$ cat src/rtl/add_comp_nat.sv
// add_comp_nat: registered N-bit natural adder (x + y + c_in) feeding an
// (N+1)-bit natural comparator against b. One cycle of latency; the sum and
// the compare flags are registered on the same edge.
//
// Typical uses:
//   - |x|+|y| against a limit, with b as the limit.
//   - Two's-complement negation: x = ~v, y = 0, c_in = 1 gives s = -v mod 2^N.
//
// Ports:
//   clock      in   1    all state updates on posedge
//   reset      in   1    synchronous, active-high; wins over in_valid
//   in_valid   in   1    operands valid, captured on posedge
//   x, y       in   N    adder operands (natural)
//   c_in       in   1    adder carry-in
//   b          in   N+1  comparator reference (natural)
//   out_valid  out  1    one-cycle pulse per accepted operand set
//   s          out  N    sum bits [N-1:0]
//   c_out      out  1    sum bit N
//   min        out  1    {c_out,s} <  b
//   eq         out  1    {c_out,s} == b
//   ovf        out  1    only with ADD_OVF_EN: two's-complement overflow of s
//
// Build option:
//   ADD_OVF_EN  when defined, adds the registered ovf output.
module add_comp_nat #(
    parameter int N = 8
) (
    input  logic         clock,
    input  logic         reset,
    input  logic         in_valid,
    input  logic [N-1:0] x,
    input  logic [N-1:0] y,
    input  logic         c_in,
    input  logic [N:0]   b,
    output logic         out_valid,
    output logic [N-1:0] s,
    output logic         c_out,
    output logic         min,
    output logic         eq
`ifdef ADD_OVF_EN
   ,output logic         ovf
`endif
);

    // Full N+1 bit sum: the largest possible value 2^(N+1)-1 still fits,
    // so the carry is never lost.
    logic [N:0] sum;
    assign sum = {1'b0, x} + {1'b0, y} + {{N{1'b0}}, c_in};

`ifdef ADD_OVF_EN
    // Carry into bit N-1 is recovered from the sum bit and the operand bits;
    // signed overflow is that carry XOR the carry out of bit N-1.
    logic ovf_nxt;
    assign ovf_nxt = (sum[N-1] ^ x[N-1] ^ y[N-1]) ^ sum[N];
`endif

    always_ff @(posedge clock) begin
        if (reset) begin
            out_valid <= 1'b0;
            s         <= '0;
            c_out     <= 1'b0;
            min       <= 1'b0;
            eq        <= 1'b0;
`ifdef ADD_OVF_EN
            ovf       <= 1'b0;
`endif
        end else begin
            // Results hold while idle; only the valid flag pulses.
            out_valid <= in_valid;
            if (in_valid) begin
                s     <= sum[N-1:0];
                c_out <= sum[N];
                min   <= (sum <  b);
                eq    <= (sum == b);
`ifdef ADD_OVF_EN
                ovf   <= ovf_nxt;
`endif
            end
        end
    end

endmodule

$ cat config.mk
export PLATFORM = sky130hd
export DESIGN_NAME = add_comp_nat
export DESIGN_NICKNAME = d
export VERILOG_FILES = /design/src/rtl/add_comp_nat.sv
export SDC_FILE = /design/constraint.sdc
export NUM_CORES = 1
export LEC_CHECK = 0
export CORE_MARGIN = 8
export CORE_UTILIZATION = 42
export DETAILED_ROUTE_END_ITERATION = 7
export PLACE_DENSITY_LB_ADDON = 0.15
export SYNTH_ARGS = -nofsm -noshare
export SYNTH_HDL_FRONTEND = slang
export SYNTH_SLANG_ARGS = --single-unit
$ cat constraint.sdc
create_clock -name clock -period 3.91 [get_ports clock]
set_input_delay 0.782 -clock clock [delete_from_list [all_inputs] [get_ports clock]]
set_output_delay 0.782 -clock clock [all_outputs]
set_load 0.05 [all_outputs]
### Word-level counts from Yosys, hierarchy flattened

Cells that the tools add are included.

* flip-flop bits (word level): 12
* bits of input ports: 29
* output and inout bits: 12
* logic and storage cells: 9

* add/sub/neg operators: 2
* order comparisons: 1
* eq/ne operators: 1

Operator list (number)
* adder 8 x 8 -> 9 bit: 1
* adder 9 x 1 -> 9 bit: 1
* == test 9 bit: 1
* less-than comparator 9 bit: 1

### Depth between registers and ports, before layout

* depth in word-level cells: 3
* gate-level depth with buffers: 14
* depth with buffers taken out: 14

### Worst setup path before layout

OpenSTA, ideal clock, no wires.

* path kind: input to register
* start point: input y[0]
* end point: register min
* library setup time: 0.060 ns
* arrival time: 3.196 ns
* required time: 3.850 ns
* path slack: 0.654 ns
* stages on the path: 14
* path buffers: 0
* path through: fa_1 > inv_1 > fa_1 > nor2b_4 > o31a_1 > o31a_1 > o21ai_1 > nand2_1 > ha_1 > nand2_1 > nor2_1 > a2111oi_0 > o21ai_0 > nand2_1

* cells in the longest elaborated chain, start to end: 3

RTL lines
* from (decl): line 32 `input logic [N-1:0] y,`
* adder 8 x 8 -> 9 bit: line 48 `assign sum = {1'b0, x} + {1'b0, y} + {{N{1'b0}}, c_in};`
* adder 9 x 1 -> 9 bit: line 48
* net sum[8]: line 47 `logic [N:0] sum;`
* less-than comparator 9 bit: line 73 `min <= (sum < b);`
* to (signal assigned): line 73
* to (decl): line 38 `output logic min,`

The timed path passes the listed nets, and every way through them passes these cells.
A chain may end at the register's enable or synchronous reset.

### Worst setup path after layout

Same ends and word-level chain as after synthesis.

==> metrics.txt <==
outcome completed; total of max-cap violations 0; number of vias per cell 5.05; layout cell share with drive strength beyond 1 under 10%; number of cells traversed by the worst hold path 2; via count of the routed design roughly 900; FFs w/ async S/R, synth 0%; area share of the leading cell type in the synthesized netlist between 20% and 30%; net count after synthesis 155; most instantiated library cell after synthesis ha_1; Starting Density 43.7%; Overall Power 450 uW; final sum of negative setup slack 0 ns; first-pass iteration count of the detailed router 4; leakage power figure between 0.0006 and 0.0007 uW; number of hold violations in the final report 0; endpoint required time on the critical path a little over 4 ns; Avg Inst Size Synth 8.77 um2; standard-cell row count 17; area growth from synthesis to layout 48.9%; final routed DRC violation total 0; total track usage 12.2%; Crit Path Category in -> reg; setup fix buffers added after clock tree synthesis 0; TritonCTS buffer count 3; area of the mapped netlist 947 um2; highest clock rate roughly 280 MHz; number of diodes 0; Synthesis Warnings 0; Synth top cells by count ha_1 (16), inv_1 (15), nor2_1 (13); TritonCTS sink count 12; top post-synthesis cells by area dfxtp_1 (25%), ha_1 (21%), inv_1 (5.9%); terminating pin of the worst hold path min$_SDFFE_PP0P_; ordered cell list for the critical path clkdlybuf4s50_1, fa_1, inv_1, fa_1, nor2b_4, o31a_1, o31a_1, o21ai_1, nand2_1, ha_1, nand2_1, nor2_1, a2111oi_0, o21ai_0, nand2_1; predominant post-synthesis flop cell dfxtp_1; worst min-delay path startpoint min$_SDFFE_PP0P_; initial antenna violation count 0; worst hold path class reg -> reg; routed wire length 2310 um; Core Box Area 2170 um2; number of cells produced by synthesis between 100 and 150; post-detail-place hpwl around 2000 um; # setup viols final 0; element type at the critical path start input pin; number of nets with antenna violations after detailed routing 0; WP buf/inv 2; Layout Nets 198; count of different cell masters after synthesis 30; slack of the worst reg-to-reg path 3.19 ns; Clk Tree Root Cell clkbuf_4; Cell Pwr Density 319 nW/um2; post-cts resize count 0; clock tree from TritonCTS built; final estimated routing congestion in global placement 0.805; Iter 0 DRT Violations 16; worst voltage drop across the vdd grid 0.000166 V; # fillers about 210; crit-path max FO 3; largest delay contributor family on the critical path compound AO/OA/AOI/OAI gates; leading area contributor after synthesis dfxtp_1; reg-to-reg endpoint c_out$_SDFFE_PP0P_; Sequential cell area 240 um2; crit path max-delay cell type fa_1; global-route congestion overflow total 0; sequential element share of the synthesized area between 20 and 30%; number of port buffers 40; crit path DAT 3.78 ns; area occupied by multi-input gates 642 um2; pre-CTS worst setup slack ~0.063 ns; buffer depth of the longest clock path 2; clock transition at the registers of the reported paths 0.08 ns; critical register-to-register path startpoint c_out$_SDFFE_PP0P_; first-pass GRT wire length 4040 um; smallest setup slack after layout 0.353 ns; worst slew slack as a fraction of its limit 60.7%; #FFs+latches synth 12; Clk Latency, worst-skew pair 0.27 ns; Die W ~63 um; number of global-route vias before repair 972; Boundary Pins 41; worst-case clock skew 0 ns; overall die area 4030 um2; final number of max-transition violations 0; largest net degree at the start of global routing 15; routed len/inst 13.0 um; crit share post-route slightly above 90%; type of element capturing the critical path flop; cell with the most instances on the worst path nand2_1; Post-CTS Hold Buffers 0; R2R depth 2; EDFF count, synth 0; Final min period about 3.6 ns; Die Ht 63.5 um; H-tree level count 1; setup repair after global routing missed its margin false; worst slew pin tran 0.588 ns; CP peak stage delay 0.46 ns
==> stage by stage <==
stage	hold slack, ns	cells	util, %	instance area (um2)
floorplan	0.653	108	-	947
global placement	0.432	174	63.3	1370
detailed placement	0.447	174	63.3	1370
CTS	0.459	178	65.0	1410
global route	0.498	178	65.0	1410
finish	0.454	178	65.0	1410
==> worst max path at each step <==
stage / to / slack (ns) / start / depth (start not counted)
finish: min$_SDFFE_PP0P_ / 0.35 / y[0] / 15
global route: min$_SDFFE_PP0P_ / 0.1 / y[0] / 15
CTS: min$_SDFFE_PP0P_ / 0.35 / y[0] / 15
detailed placement: min$_SDFFE_PP0P_ / 0.06 / y[0] / 15
global placement: min$_SDFFE_PP0P_ / 0.09 / y[0] / 15
floorplan: min$_SDFFE_PP0P_ / 0.65 / y[0] / 14
==> worst reg2reg max path, cell delays in order, from the launching register on <==
cell and delay (ns):
dfxtp_1 0.34, nor2_1 0.04, a311oi_1 0.25
==> registers in the layout, summed over array words and instances (netlist names) <==
name,count
s,8
eq,1
out_valid,1
c_out,1
min,1
==> cells in the final DEF (no fill, tap or decap), types with 2 or more instances in the layout <==
cell / netlist / layout
clkdlybuf4s50_1: 0 / 40
ha_1: 16 / 16
inv_1: 15 / 15
nor2_1: 13 / 13
dfxtp_1: 12 / 12
a21oi_1: 5 / 5
mux2i_1: 5 / 5
nand2_1: 4 / 4
o21a_1: 3 / 3
a211oi_1: 3 / 3
xnor2_1: 3 / 3
a21o_1: 3 / 3
nand2b_1: 3 / 3
clkbuf_4: 0 / 3
o31a_1: 2 / 2
o21ai_1: 2 / 2
o21ai_0: 2 / 2
nand4_1: 2 / 2
fa_1: 2 / 2
==> power by group <==
group	switching [uW]	leakage (uW)	internal (uW)
logic	112	0.000528	97.0
registers	5.95	0.0000992	134
clock network	43.8	0.0000210	56.6
==> cell type report <==
cell class / instances / area share [%]
Clock buffer: 4 / 2.57
Inverter: 15 / 3.99
Multi-Input combinational cell: 79 / 45.5
Sequential cell: 12 / 17.0
Tap cell: 28 / 2.48
Timing Repair Buffer: 40 / 28.4
==> cell families (layout without fill, tap and decap cells) <==
group,Yosys count,count (layout),share of synthesized area (%)
compound gates,26,26,19.7
mux,5,5,5.28
xor+xnor,4,4,3.70
simple gates,26,26,13.7
buf+inv,17,59,6.87
fa+ha+maj,18,18,25.4
flops,12,12,25.4
==> metal layers <==
metal  vias to the layer above  wire length, um  global-route usage (%)  share of wire [%]
met5                         -                0                       0                  0
met4                         0               27                    6.69                1.2
met3                         2              128                    3.36                5.6
met2                        24             1160                    21.0                 50
met1                       412              989                    13.0                 43
li1                        461                -                       -                  -
No activity file was read; power rests on OpenSTA's default activity.
